$ cat config.mk
export PLATFORM = sky130hd
export DESIGN_NAME = div_seq_flat
export DESIGN_NICKNAME = d
export VERILOG_FILES = /design/src/rtl/div_seq_if.sv /design/src/rtl/div_seq.sv /design/src/flat_wrapper.sv
export SDC_FILE = /design/constraint.sdc
export NUM_CORES = 1
export LEC_CHECK = 0
export CORE_MARGIN = 2
export CORE_UTILIZATION = 49
export CTS_CLUSTER_DIAMETER = 150
export DETAILED_ROUTE_END_ITERATION = 12
export PLACE_DENSITY = 0.79
export REMOVE_ABC_BUFFERS = 1
export SYNTH_ARGS = -nofsm -noshare
export SYNTH_HDL_FRONTEND = slang
export SYNTH_SLANG_ARGS = --single-unit
$ cat constraint.sdc
create_clock -name clk -period 5.15 [get_ports clk]
set_input_delay 1.2875 -clock clk [delete_from_list [all_inputs] [get_ports clk]]
set_output_delay 1.2875 -clock clk [all_outputs]
set_load 0.05 [all_outputs]
$ cat src/rtl/div_seq_if.sv
// div_seq_if: start/operand/result bundle between the datapath sequencer and div_seq.
interface div_seq_if;
  logic        ini;
  logic [31:0] A;
  logic [15:0] B;
  logic [31:0] quociente;
  logic [15:0] resto;
  logic        pronto;
  logic        ocupado;
  logic        div_zero;

  // Sequencer side: issues ini with operands, polls pronto/ocupado.
  modport master (
    output ini, A, B,
    input  quociente, resto, pronto, ocupado, div_zero
  );

  // Divider side.
  modport slave (
    input  ini, A, B,
    output quociente, resto, pronto, ocupado, div_zero
  );
endinterface

$ cat src/rtl/div_seq.sv
// div_seq: sequential 32/16 radix-2 restoring divider, one quotient bit per cycle.
// DIV_SIGNED_EN selects two's-complement operands; undefined gives unsigned operation.
module div_seq (
  input  logic       clk,
  input  logic       rst,
  div_seq_if.slave   bus
);

  localparam int unsigned AW = 32;
  localparam int unsigned BW = 16;
  localparam int unsigned CW = 5;

  typedef enum logic [1:0] {IDLE, ABS, ITER, FIX} state_t;

  state_t          state, state_n;
  logic [AW-1:0]   a_r, a_n;
  logic [BW-1:0]   b_r, b_n;
  logic [AW-1:0]   dq, dq_n;
  logic [BW-1:0]   pr, pr_n;
  logic [CW-1:0]   cnt, cnt_n;
  logic [AW-1:0]   q_r, q_n;
  logic [BW-1:0]   r_r, r_n;
  logic            pronto_r, pronto_n;
  logic            ocupado_r, ocupado_n;
  logic            dz_r, dz_n;
  logic [BW:0]     pr_sh;
  logic [AW-1:0]   dq_sh;
`ifdef DIV_SIGNED_EN
  logic            sign_q, sign_q_n;
  logic            sign_r, sign_r_n;
`endif

  assign bus.quociente = q_r;
  assign bus.resto     = r_r;
  assign bus.pronto    = pronto_r;
  assign bus.ocupado   = ocupado_r;
  assign bus.div_zero  = dz_r;

  // State and datapath registers; reset aborts any division in flight.
  always_ff @(posedge clk or posedge rst) begin
    if (rst) begin
      state     <= IDLE;
      a_r       <= '0;
      b_r       <= '0;
      dq        <= '0;
      pr        <= '0;
      cnt       <= '0;
      q_r       <= '0;
      r_r       <= '0;
      pronto_r  <= 1'b0;
      ocupado_r <= 1'b0;
      dz_r      <= 1'b0;
`ifdef DIV_SIGNED_EN
      sign_q    <= 1'b0;
      sign_r    <= 1'b0;
`endif
    end else begin
      state     <= state_n;
      a_r       <= a_n;
      b_r       <= b_n;
      dq        <= dq_n;
      pr        <= pr_n;
      cnt       <= cnt_n;
      q_r       <= q_n;
      r_r       <= r_n;
      pronto_r  <= pronto_n;
      ocupado_r <= ocupado_n;
      dz_r      <= dz_n;
`ifdef DIV_SIGNED_EN
      sign_q    <= sign_q_n;
      sign_r    <= sign_r_n;
`endif
    end
  end

  // Next-state and datapath: latch, take magnitudes, iterate, apply signs.
  always_comb begin
    state_n  = state;
    a_n      = a_r;
    b_n      = b_r;
    dq_n     = dq;
    pr_n     = pr;
    cnt_n    = cnt;
    q_n      = q_r;
    r_n      = r_r;
    pronto_n = 1'b0;
    dz_n     = dz_r;
`ifdef DIV_SIGNED_EN
    sign_q_n = sign_q;
    sign_r_n = sign_r;
`endif
    pr_sh    = {pr, dq[AW-1]};
    dq_sh    = {dq[AW-2:0], 1'b0};

    case (state)
      IDLE: begin
        if (bus.ini) begin
          a_n     = bus.A;
          b_n     = bus.B;
          dz_n    = 1'b0;
          state_n = ABS;
        end
      end
      ABS: begin
        if (b_r == '0) begin
`ifdef DIV_SIGNED_EN
          q_n = a_r[AW-1] ? 32'h8000_0000 : 32'h7FFF_FFFF;
`else
          q_n = 32'hFFFF_FFFF;
`endif
          r_n      = a_r[BW-1:0];
          dz_n     = 1'b1;
          pronto_n = 1'b1;
          state_n  = IDLE;
        end else begin
`ifdef DIV_SIGNED_EN
          sign_q_n = a_r[AW-1] ^ b_r[BW-1];
          sign_r_n = a_r[AW-1];
          dq_n     = a_r[AW-1] ? AW'(-a_r) : a_r;
          b_n      = b_r[BW-1] ? BW'(-b_r) : b_r;
`else
          dq_n     = a_r;
`endif
          pr_n     = '0;
          cnt_n    = CW'(AW - 1);
          state_n  = ITER;
        end
      end
      ITER: begin
        // Trial subtract against the shifted partial remainder; it always fits 17 bits.
        if (pr_sh >= {1'b0, b_r}) begin
          pr_n = BW'(pr_sh - {1'b0, b_r});
          dq_n = {dq_sh[AW-1:1], 1'b1};
        end else begin
          pr_n = pr_sh[BW-1:0];
          dq_n = dq_sh;
        end
        cnt_n = cnt - CW'(1);
        if (cnt == '0) state_n = FIX;
      end
      FIX: begin
`ifdef DIV_SIGNED_EN
        q_n = sign_q ? AW'(-dq) : dq;
        r_n = sign_r ? BW'(-pr) : pr;
`else
        q_n = dq;
        r_n = pr;
`endif
        pronto_n = 1'b1;
        state_n  = IDLE;
      end
      default: state_n = IDLE;
    endcase

    ocupado_n = (state_n != IDLE);
  end

endmodule
$ cat src/flat_wrapper.sv
// flat-port wrapper written by rule: the top's interface ports become plain ports
module div_seq_flat 
  (clk, rst, bus_ini, bus_A, bus_B, bus_quociente, bus_resto, bus_pronto, bus_ocupado, bus_div_zero);
  div_seq_if bus_i ();
  input  logic clk;
  input  logic rst;
  input wire logic [$bits(bus_i.ini)-1:0] bus_ini;
  input wire logic [$bits(bus_i.A)-1:0] bus_A;
  input wire logic [$bits(bus_i.B)-1:0] bus_B;
  output wire logic [$bits(bus_i.quociente)-1:0] bus_quociente;
  output wire logic [$bits(bus_i.resto)-1:0] bus_resto;
  output wire logic [$bits(bus_i.pronto)-1:0] bus_pronto;
  output wire logic [$bits(bus_i.ocupado)-1:0] bus_ocupado;
  output wire logic [$bits(bus_i.div_zero)-1:0] bus_div_zero;
  assign bus_i.ini = bus_ini;
  assign bus_i.A = bus_A;
  assign bus_i.B = bus_B;
  assign bus_quociente = bus_i.quociente;
  assign bus_resto = bus_i.resto;
  assign bus_pronto = bus_i.pronto;
  assign bus_ocupado = bus_i.ocupado;
  assign bus_div_zero = bus_i.div_zero;
  div_seq u_core (.clk(clk), .rst(rst), .bus(bus_i));
endmodule
==> impl_metrics.toml, run 1 <==
[run_status]
status = "finished clean"

[floorplan]
initial_core_util_pct = 49.9
dieArea_sq_mm = 0.0157
core_region_area_sq_mm = 0.0144
rows = 44
die-width_um = 125
io_pins = 102
dieHeight_um = 125

[worst_setup_path]
worst-endpoint-arrival_ns = 3.47
path_max_fanout = 67
startpoint_type = "flip-flop"
cp.required_ns = 5.40
crit_type = "reg2reg"
end_kind = "flip-flop"

[power]
powerDensity_mw_per_mm2 = 790
p_leak_nw = 4.02
ir_worst_vdd_mv = 0.334
power_mw = 7.06

[sta]
slew_headroom_pct = 26.2
rsz0062_at_grt = "no"
setup_viol = 0
final-max-slew-violation-count = 0
finClkSkew_ns = 0.00756
min_period_over_period_pct = 62.6
max_freq_ghz = 0.310
tightest_slew_ns = 1.11
hold_viol_final = 0
hold_ws_ns = 0.476
fin_crit_ns = 3.23

[clocking]
ctsHoldBuffers = 0
cts_made_buffers = 17
cts_tree = "yes"
clock_latency_ns = 0.43
cts-root-buf = "clkbuf_16"
clk_pin_slew_ns = 0.06
cts_resized = 0
cts_setup_buffers = 0
clockBufferDepth = 2
clock_sinks = 154
htreeDepth = 4

[global_route]
grt_max_degree = 98
grt_pass1_vias = 5662
antenna_found_initial = 0
grt_pass1_wl_um = 28400
grt_overflow = 0
grt_util_all_layers_pct = 22.6

[detailed_routing]
drc = 0
postRouteWirelength_um = 17100
wl_per_cell_um = 15.7
route.vias.total = 5962
drtAntennaViolNets = 0
drt_pass1_iterations = 5
drt_iter0_drc = 490
viasPerCell = 5.47

[yosys]
synthSimpleGateAreaFrac_pct = 21.4
synth_compound_area_share_pct = 13.6
ys_dominant_reg_cell = "dfrtp_1"
synth_edf_count = 0
syn_avg_cell_area_sq_um = 8.81
synthDistinctLibCells = 52
yosysSeqAreaShare_pct = 53.6
syn-instance-count = 816
synth_top_family_by_area = "simple AND/OR/NAND/NOR gates"
synth-seq-cells = 154
synthArstFlopShare_pct = 100
synth_fa_ha_area_share_pct = 3.24
yosysWarnings = 0
syn-cell-area_sq_mm = 0.00719
muxShareOfSynthArea_pct = 2.64
synth_xor_area_share_pct = 1.58

[cells_and_area]
final_nets = 961
multi_input_area_sq_mm = 0.00307
seq_area_sq_mm = 0.00385
area_growth_syn_to_layout_pct = 24.3
drive_above_1_share_pct = 5.30
antennaDiodeCount = 0
fill_cells = 1210
final_cell_mix = "nand2_1 (202), dfrtp_1 (154), nor2_1 (124)"
final_common_cell = "nand2_1"
design_area_sq_mm = 0.00894
final_cells = 1089

[placement]
placed_cells = 1057
io_buffers = 101
place_area_sq_mm = 0.00830
dpl.hpwl_um = 10600
gp_congestion = 0.908

[flow_run]
drv_cap = 0

[min_path]
hold_class = "reg2reg"
## cells by family (layout without fill, tap and decap cells)
logic type,count (synthesis),after routing
AND/OR/NAND/NOR,379,379
multiplexers,19,19
adder cells (fa/ha/maj),18,18
flip-flops,154,154
buffers and inverters,72,161
AO/OA/AOI/OAI,161,161
XOR/XNOR,13,13
## routing by layer
metal | vias up | global-route usage (%) | part of all wire, % | routed length (um)
met1 | 2857 | 31.2 | 45 | 7640
met4 | 0 | 8.63 | 2.2 | 377
met2 | 173 | 35.5 | 49 | 8300
met3 | 33 | 5.01 | 4.4 | 749
met5 | - | 0 | 0 | 0
li1 | 2899 | - | - | -
## flip-flops by register name, summed over array words and instances, names as in the netlist
signal,cells
u_core.dq,32
u_core.b_r,16
u_core.state,2
u_core.bus.quociente,32
u_core.pr,16
u_core.bus.ocupado,1
u_core.bus.pronto,1
u_core.bus.div_zero,1
u_core.a_r,32
u_core.bus.resto,16
u_core.cnt,5
## metrics by stage
| step | util, % | TNS (ns) | worst slack [ns] |
|---|---|---|---|
| floorplan | - | -44.24 | -0.287 |
| global placement | 57.6 | 0 | 2.01 |
| detailed placement | 57.6 | 0 | 1.95 |
| CTS | 62.0 | 0 | 1.93 |
| global route | 62.0 | 0 | 1.65 |
| finish | 62.0 | 0 | 1.92 |
## layout make-up
class | count | share of cell area, %
clock buffers | 18 | 4.91
multi-input cells | 590 | 34.4
clock inverters | 14 | 2.18
flip-flops and latches | 154 | 43.1
well taps | 184 | 2.58
repair buffers | 105 | 11.8
inverters | 24 | 1.06
## synthesized netlist by cell type, drive strengths merged, types with 2 or more instances
| library cell | n | share of area, % |
|---|---|---|
| nor4 | 4 | 0.56 |
| o21ai | 35 | 2.5 |
| nand4 | 4 | 0.35 |
| dfrtp | 154 | 54 |
| a21oi | 65 | 4.6 |
| nand3 | 20 | 1.4 |
| a22o | 2 | 0.24 |
| o211ai | 2 | 0.21 |
| a32oi | 5 | 0.61 |
| buf | 11 | 0.78 |
| xor2 | 6 | 0.73 |
| ha | 17 | 3.0 |
| nand2b | 8 | 0.70 |
| o311ai | 5 | 0.61 |
| xnor2 | 7 | 0.85 |
| nand2 | 203 | 11 |
| nor3 | 6 | 0.42 |
| inv | 24 | 1.3 |
| a211oi | 2 | 0.21 |
| nor2b | 2 | 0.17 |
| a31oi | 31 | 2.7 |
| a21o | 3 | 0.31 |
| clkbuf | 37 | 1.9 |
| nor2 | 125 | 6.5 |
| o31ai | 2 | 0.28 |
| mux2i | 19 | 2.6 |
## where the power goes
part | switching, mW | total, mW | internal [mW]
Clock | 0.512 | 1.34 | 0.826
Combinational | 2.24 | 3.46 | 1.23
Sequential | 0.447 | 2.26 | 1.81
## worst max-delay path: stages, from the launching register on
cell and delay (ns):
dfrtp_1 0.57, nand2b_2 0.83, a21o_1 0.70, inv_2 0.61, nor2_1 0.25, a31oi_1 0.07
## path summary, 6_finish.rpt
check	depth (start not counted)	end	slack, ns	from
max	5	u_core.dq[4]$_DFFE_PP0P_	1.92	u_core.state[0]$_DFF_PP0_
min	2	u_core.a_r[31]$_DFFE_PP0P_	0.48	u_core.a_r[31]$_DFFE_PP0P_
max reg2reg	5	u_core.dq[4]$_DFFE_PP0P_	1.92	u_core.state[0]$_DFF_PP0_
min reg2reg	2	u_core.a_r[31]$_DFFE_PP0P_	0.48	u_core.a_r[31]$_DFFE_PP0P_
max in group asynchronous	3	u_core.bus.resto[14]$_DFFE_PP0P_	2.88	rst
min in group asynchronous	2	u_core.a_r[4]$_DFFE_PP0P_	1.32	rst
Note: power is estimated with default switching activity, not from simulation.
==> run 2, diff against run 1 <==
==> constraint.sdc (replaced) <==
create_clock -name clk -period 2.9 [get_ports clk]
set_input_delay 0.725 -clock clk [delete_from_list [all_inputs] [get_ports clk]]
set_output_delay 0.725 -clock clk [all_outputs]
set_load 0.05 [all_outputs]
==> impl_metrics.toml, run 2 (synthesis gave the netlist of run 1 again) <==
[sta]
final.setup.tns_ns = 0
slew_headroom_pct = 46.0
finClkSkew_ns = 0.00903
min_period_over_period_pct = 89.7
setup_viol = 0
fin_crit_ns = 2.60
rsz0062_at_grt = "no"
tightest_slew_ns = 0.800
hold_viol_final = 0
final-max-slew-violation-count = 0
max_freq_ghz = 0.384

[worst_setup_path]
path_cells = "inv_1 -> ha_1 -> a21o_1 -> a211o_1 -> o21ai_1 -> o21ai_2 -> a41oi_4 -> buf_4 -> a32oi_1 -> o21ai_0"
crit_path_top_delay_cell = "dfrtp_1"
critPathMaxStageDelay_ns = 0.38
cp.required_ns = 3.23
path_max_fanout = 13
crit_type = "reg2reg"
worst-endpoint-arrival_ns = 2.94
end_kind = "flip-flop"
startpoint_type = "flip-flop"

[floorplan]
die-width_um = 125
io_pins = 102
dieArea_sq_mm = 0.0157
dieHeight_um = 125
rows = 44
core_region_area_sq_mm = 0.0144
initial_core_util_pct = 49.9

[clocking]
cts_resized = 0
ctsHoldBuffers = 0
cts_made_buffers = 17
clockBufferDepth = 2
clock_latency_ns = 0.42
clock_sinks = 154
cts-root-buf = "clkbuf_16"
cts_tree = "yes"
cts_setup_buffers = 0
htreeDepth = 4
clk_pin_slew_ns = 0.06

[power]
p_leak_nw = 4.06
ir_worst_vdd_mv = 0.492
power_mw = 12.5
powerDensity_mw_per_mm2 = 1390

[global_route]
grt_util_all_layers_pct = 23.4
grt_overflow = 0
grt_max_degree = 71
grt_pass1_wl_um = 29400
antenna_found_initial = 0
grt_pass1_vias = 5806

[placement]
place_area_sq_mm = 0.00844
io_buffers = 101
placed_cells = 1070
gp_congestion = 0.926
dpl.hpwl_um = 11900

[cells_and_area]
area_growth_syn_to_layout_pct = 25.4
final_common_cell = "nand2_1"
drive_above_1_share_pct = 6.43
fill_cells = 1223
final_cells = 1101
seq_area_sq_mm = 0.00385
multi_input_area_sq_mm = 0.00307
design_area_sq_mm = 0.00902
antennaDiodeCount = 0
final_cell_mix = "nand2_1 (202), dfrtp_1 (154), nor2_1 (124)"
final_nets = 974

[min_path]
hold_class = "reg2reg"

[detailed_routing]
viasPerCell = 5.46
drt_iter0_drc = 464
drtAntennaViolNets = 0
drt_pass1_iterations = 8
postRouteWirelength_um = 17600
route.vias.total = 6008
wl_per_cell_um = 16.0
drc = 0

[run_status]
status = "finished clean"

[flow_run]
drv_cap = 0
==> run 2: cell count changes in the layout (fill, tap and decap cells not counted) <==
| cell | before | now |
|---|---|---|
| buf_4 | 3 | 13 |
| buf_12 | 1 | 4 |
| bufinv_16 | 4 | 2 |
| clkinv_4 | 2 | 0 |
| clkinvlp_4 | 3 | 5 |
| clkbuf_1 | 0 | 1 |
| clkbuf_8 | 1 | 2 |
| inv_8 | 1 | 0 |
==> run 2: metrics by stage <==
step	setup slack [ns]	hold WS, ns	util, %
final	0.298	0.476	62.5
after global routing	0.133	0.486	62.5
after CTS	0.316	0.478	62.5
after detailed placement	0.343	0.463	58.5
after global placement	0.369	0.458	58.5
after floorplan	-1.97	0.446	-
==> run 2: final cells by class <==
type                    instances  area share [%]
flip-flops and latches        154            42.7
multi-input cells             590            34.1
repair buffers                118            13.2
clock buffers                  20            5.07
well taps                     184            2.55
clock inverters                11            1.35
inverters                      24            1.05
==> run 2: final timing paths <==
check                                      startpoint                         end  slack [ns]  depth (start not counted)
min                        u_core.a_r[28]$_DFFE_PP0P_  u_core.a_r[28]$_DFFE_PP0P_        0.48                          2
min in group asynchronous                         rst    u_core.dq[5]$_DFFE_PP0P_        0.59                          2
max in group asynchronous                         rst   u_core.dq[10]$_DFFE_PP0P_        1.60                          3
max                         u_core.b_r[4]$_DFFE_PP0P_   u_core.pr[15]$_DFFE_PP0P_        0.30                         10
max reg2reg                 u_core.b_r[4]$_DFFE_PP0P_   u_core.pr[15]$_DFFE_PP0P_        0.30                         10
min reg2reg                u_core.a_r[28]$_DFFE_PP0P_  u_core.a_r[28]$_DFFE_PP0P_        0.48                          2
==> run 2: metal layers <==
layer,GRT usage (%),part of all wire [%],vias to the layer above
li1,-,-,2928
met1,32.7,46,2889
met2,37.8,48,169
met3,4.45,4.5,22
met4,6.73,1.6,0
met5,0,0,-
==> run 2: worst max-delay path, delay by kind of cell, from the launching register on <==
family | cells | cell delay (ns)
AO/OA/AOI/OAI | 7 | 1.48
flip-flops | 1 | 0.38
buffers and inverters | 2 | 0.37
adder cells (fa/ha/maj) | 1 | 0.29
==> run 2: power breakdown <==
part           leakage [nW]  internal [mW]  switching [mW]
clock                 0.270           1.30           0.864
combinational          1.94           2.29            4.07
sequential             1.85           3.21           0.790
total                  4.06           6.80            5.72
==> edit 1: new RTL, settings of run 1 <==
Build with the macro `DIV_SIGNED_EN` defined.
--- a/src/rtl/div_seq.sv
+++ b/src/rtl/div_seq.sv
@@ -1,5 +1,7 @@
 // div_seq: sequential 32/16 radix-2 restoring divider, one quotient bit per cycle.
 // DIV_SIGNED_EN selects two's-complement operands; undefined gives unsigned operation.
+`define DIV_SIGNED_EN
+
 module div_seq (
   input  logic       clk,
   input  logic       rst,
Behaviour: not the same (Yosys sat finds a counterexample within 4 cycles, from zero or initial values and one cycle with rst high).
==> edit 1 against run 1 <==
- worst setup slack got worse by 0.14 ns
- power up 8.7%
- final area rose by 23%
- wire length up 44%
- non-clock buffer count grew 9
- core utilization shrank 2.9 points
- area after synthesis increased by 29%
- combinational power increased by 15%
- critical path depth is 3 higher
- first-iteration DRC count is 29% higher
- sequential cell count rose by 2
- critical path type unchanged
- largest power group unchanged
==> edit 1: results (changes against run 1) <==
Global route
  • Met1 GRT Util: 0.3342 (+0.02251)
  • Vias in the first global route: 7778 (+37%)
  • Total GRT Usage: 0.2469 (+0.02040)
  • Grt met3 use: 0.03982 (-0.01024)
  • Pin count of the biggest net entering global routing: 115 (+17%)
  • GR Util met2: 0.4011 (+0.04658)

Run status
  • Status: completed

Finish
  • Nets: 1195 (+24%)
  • Post-Layout Cell Count: 1369 (+26%)
  • # fillers: 1610 (+33%)
  • Share of post-route cells with drive strength above 1: 0.06079 (+0.007754)

Critical path
  • Critical path's slowest cell: a21o_1
  • Reg2Reg Depth: 8 (+3)
  • CP top delay family: compound AO/OA/AOI/OAI gates
  • Worst Path Max Fanout: 36 (-46%)
  • Crit path largest cell delay: 0.96 ns (+0.13 ns)

Placement
  • Post-placement setup slack: 1.838 ns (-0.1151 ns)
  • Cells after DPL: 1337 (+26%)
  • Routability cong.: 0.9026 (-0.58%)
  • DPL Wire Length: 17550 um (+65%)

Power
  • Max IR drop VDD: 0.3201 mV (-4.0%)
  • Cell area power density: 697.6 mW/mm^2 (-12%)
  • Leakage: 4.676 nW (+16%)

STA
  • Hold slack: 0.4797 ns (+0.003651 ns)
  • Clock skew: 0.01662 ns (+0.009056 ns)
  • Max_slew headroom: 0.2061 (-0.05626)

Drt
  • Routed WL per cell: 17.93 um (+14%)
  • Vias: 8379 (+41%)
  • DR iter-0 viols: 630 (+29%)

Synth
  • Commonest cells post-synth: nand2_1, dfrtp_1, nor2_1, o21ai_0, clkbuf_1
  • Largest cells by area after synthesis: dfrtp_1, nand2_1, xor2_1, o21ai_0, xnor2_1
  • Post-Syn Area per Cell: 8.754 um^2 (-0.66%)
  • Sequential-to-total area share from yosys stat: 0.4199 (-0.1160)
  • Netlist cell types: 67 (+29%)

CTS
  • Longest Clk Path Bufs: 2 (unchanged)
  • Reg clk slew, reported paths: 0.07 ns

Die
  • Core area: 0.01864 mm^2 (+29%)

Hold path
  • Hold wc startpoint: u_core.bus.resto[11]
  • Worst Hold Path EP: u_core.bus.resto[11]
[edit 1: changes by cell type after synthesis, moves of 15 or more]
cell and change:
clkbuf_1 +22, xor2_1 +46, nand2_1 -17, o21ai_1 +15, a21oi_1 -39, or3_1 +16, o31ai_1 +24, a221o_1 +19
o21ai_0 +34, nor2_1 -56, a31oi_1 -20, o211ai_1 +25, xnor2_1 +27, a211oi_1 +15
[edit 1: report_power, final]
group,switching [mW],internal (mW),total [mW],leakage (nW)
combinational,2.43,1.55,3.98,2.46
sequential,0.700,1.76,2.46,1.94
clock,0.536,0.702,1.24,0.276
[edit 1: tightest hold or removal path: cells and delay by family (launching register included)]
family,cells,cell delay [ns]
AND/OR/NAND/NOR,1,0.04
flip-flops,1,0.34
AO/OA/AOI/OAI,1,0.06
[edit 1: routing by layer]
metal | share of wire | vias to the layer above | wire length (um)
li1 | - | 3953 | -
met1 | 0.44 | 4073 | 10860
met2 | 0.48 | 306 | 11840
met3 | 0.050 | 47 | 1230
met4 | 0.025 | 0 | 612
met5 | 0 | - | 0
[edit 1: per-stage QoR]
step / cell area (um^2) / util
global placement: 10420 / 0.5590
CTS: 11000 / 0.5902
global route: 11000 / 0.5902
floorplan: 9004 / -
finish: 11000 / 0.5902
detailed placement: 10420 / 0.5590
[edit 1: layout make-up]
cell class,count,share of cell area
clock buffers,19,0.04116
clock inverters,13,0.01171
inverters,35,0.01239
multi-input cells,798,0.4526
flip-flops and latches,156,0.3548
well taps,234,0.02661
repair buffers,114,0.1007
[edit 1: worst max path at each step]
| stage | from | end | slack, ns | cells after the start |
|---|---|---|---|---|
| floorplan | rst | u_core.a_r[0] | -0.34 | 1 |
| global placement | u_core.b_r[1] | u_core.dq[4] | 1.93 | 8 |
| detailed placement | u_core.b_r[1] | u_core.dq[4] | 1.84 | 8 |
| CTS | u_core.b_r[1] | u_core.dq[4] | 1.83 | 8 |
| global route | u_core.b_r[1] | u_core.dq[4] | 1.60 | 8 |
| finish | u_core.b_r[1] | u_core.dq[4] | 1.79 | 8 |
[edit 1: cells by family after synthesis]
group	share of synthesized area
buf+inv	0.04563
xor+xnor	0.08102
simple gates	0.2026
compound gates	0.2108
fa+ha+maj	0.03042
mux	0.009691
flops	0.4199
==> edit 2: new RTL, config.mk and constraints of run 1 <==
Without the edit above. The 4 states of `state_t` get a one-hot encoding in 4 bits.
--- a/src/rtl/div_seq.sv
+++ b/src/rtl/div_seq.sv
@@ -10,7 +10,7 @@
   localparam int unsigned BW = 16;
   localparam int unsigned CW = 5;
 
-  typedef enum logic [1:0] {IDLE, ABS, ITER, FIX} state_t;
+  typedef enum logic [3:0] {IDLE = 4'b0001, ABS = 4'b0010, ITER = 4'b0100, FIX = 4'b1000} state_t;
 
   state_t          state, state_n;
   logic [AW-1:0]   a_r, a_n;
Check against the original RTL: no difference found for any inputs over 4 cycles, from zero or initial values and one cycle with rst high; so few cycles prove little.
==> edit 2 against run 1 <==
- first-iteration DRC count fell by 1.8%
- worst setup slack improved by 0.062 ns
- final cell count shrank 1.8%
- register-to-register slack better by 0.09 ns
- synthesized cell count fell by 3.2%
- wire length decreased by 1.3%
- final area rose by 2.0%
- sequential cell count grew 2
- area after synthesis increased by 2.7%
- critical endpoint is now u_core.b_r[12]
- largest cell class unchanged
Power is not compared: it rests on default switching activity, and its combinational part moved more than twofold at a synthesized area within 25%.
==> edit 2: results (changes against run 1) <==
Synth
  • Commonest cells post-synth: nand2_1, dfrtp_1, o21ai_0, mux2i_1, nor2_1
  • Prevailing post-synth register cell: dfrtp_1
  • Sequential-to-total area share from yosys stat: 0.5287 (-0.007218)
  • Post-synth ARST share: 1.000 (unchanged)
  • Yosys warning count: 0 (unchanged)
  • Netlist cell types: 55 (+5.8%)
  • Largest cells by area after synthesis: dfrtp_1, nand2_1, mux2i_1, o21ai_0, ha_1
  • Cells after Synth: 790 (-3.2%)

STA
  • Clock skew: 0.01059 ns (+0.003030 ns)
  • Worst slew pin tran: 1.006 ns (-0.1007 ns)

Placement
  • Post-placement setup slack: 1.506 ns (-0.4471 ns)
  • IO buf count: 101 (unchanged)
  • Cells after DPL: 1038 (-1.8%)
  • DP Area: 0.008536 mm^2 (+2.8%)
  • DPL Wire Length: 10970 um (+3.1%)
  • Routability cong.: 0.8869 (-2.3%)

Critical path
  • Crit path largest cell delay: 0.79 ns (-0.04 ns)
  • WP data arrival: 3.43 ns (-0.04 ns)
  • CP top delay family: buffers and inverters
  • Worst Path Max Fanout: 64 (-4.5%)
  • Critical path's slowest cell: inv_2

Power
  • Max IR drop VDD: 0.2694 mV
  • Leakage: 4.287 nW

Drt
  • Vias per inst: 5.449 (-0.47%)
  • DR iter-0 viols: 481 (-1.8%)
  • Final WL: 16830 um (-1.3%)
  • Routed WL per cell: 15.74 um (+0.50%)
  • Drt pass-1 iters: 5 (unchanged)

Hold path
  • Worst min-delay path category: reg -> reg

Global route
  • Total GRT Usage: 0.2186 (-0.007838)
  • Pin count of the biggest net entering global routing: 98 (unchanged)
  • Initial antenna violation count: 0 (unchanged)
  • First-pass GRT wire length: 27880 um (-1.8%)
  • Vias in the first global route: 5600 (-1.1%)

CTS
  • Worst-Skew Late Latency: 0.43 ns (about the same)
  • Cts repair resizes: 0 (unchanged)
  • Longest Clk Path Bufs: 2 (unchanged)
  • Depth of the CTS H-tree: 4 (unchanged)
  • Clock buffer count from CTS: 17 (unchanged)
  • Post-CTS setup repair buffer count: 0 (unchanged)
  • CTS root buf: clkbuf_16
  • Reg clk slew, reported paths: 0.06 ns (about the same)

Finish
  • # fillers: 1207 (-0.25%)
  • Nets: 943 (-1.9%)
  • Final Core Density: 0.6224 (+0.002815)
  • Share of post-route cells with drive strength above 1: 0.05650 (+0.003459)
  • Diodes inserted: 0 (unchanged)

Run status
  • Status: completed

Flow run
  • Max cap viols: 0 (unchanged)
==> edit 2: kinds of logic after synthesis <==
logic type,synth area share
AND/OR/NAND/NOR,0.1826
AO/OA/AOI/OAI,0.1252
flip-flops,0.5287
buffers and inverters,0.03862
multiplexers,0.07860
adder cells (fa/ha/maj),0.03320
XOR/XNOR,0.01305
==> edit 2: worst paths after layout <==
path / startpoint / end / slack [ns] / cells after the start
max in group asynchronous: rst / u_core.bus.resto[2] / 2.92 / 3
setup / recovery: bus_ini / u_core.b_r[12] / 1.99 / 6
setup reg to reg: u_core.pr[11] / u_core.pr[7] / 2.01 / 9
min in group asynchronous: rst / u_core.bus.quociente[4] / 1.40 / 2
hold / removal: u_core.a_r[16] / u_core.a_r[16] / 0.47 / 2
hold reg to reg: u_core.a_r[16] / u_core.a_r[16] / 0.47 / 2
==> edit 2: area by class of cell <==
type | instances | share of cell area
Sequential cell | 156 | 0.4284
Multi-Input combinational cell | 563 | 0.3526
Timing Repair Buffer | 109 | 0.1189
Clock buffer | 24 | 0.05395
Tap cell | 184 | 0.02526
Inverter | 26 | 0.01126
Clock inverter | 7 | 0.009609
==> edit 2: power breakdown <==
group	internal (mW)	total [mW]	switching [mW]
clock	0.759	1.23	0.473
combinational	0.493	1.21	0.721
sequential	1.56	1.82	0.254
total	2.81	4.26	1.45
==> edit 2: per-layer routing <==
metal | part of all wire | wire length [um] | track usage | vias up
li1 | - | - | - | 2858
met1 | 0.45 | 7524 | 0.2903 | 2785
met2 | 0.49 | 8185 | 0.3625 | 161
met3 | 0.051 | 866 | 0.04555 | 21
met4 | 0.015 | 254 | 0.07046 | 0
met5 | 0 | 0 | 0 | -
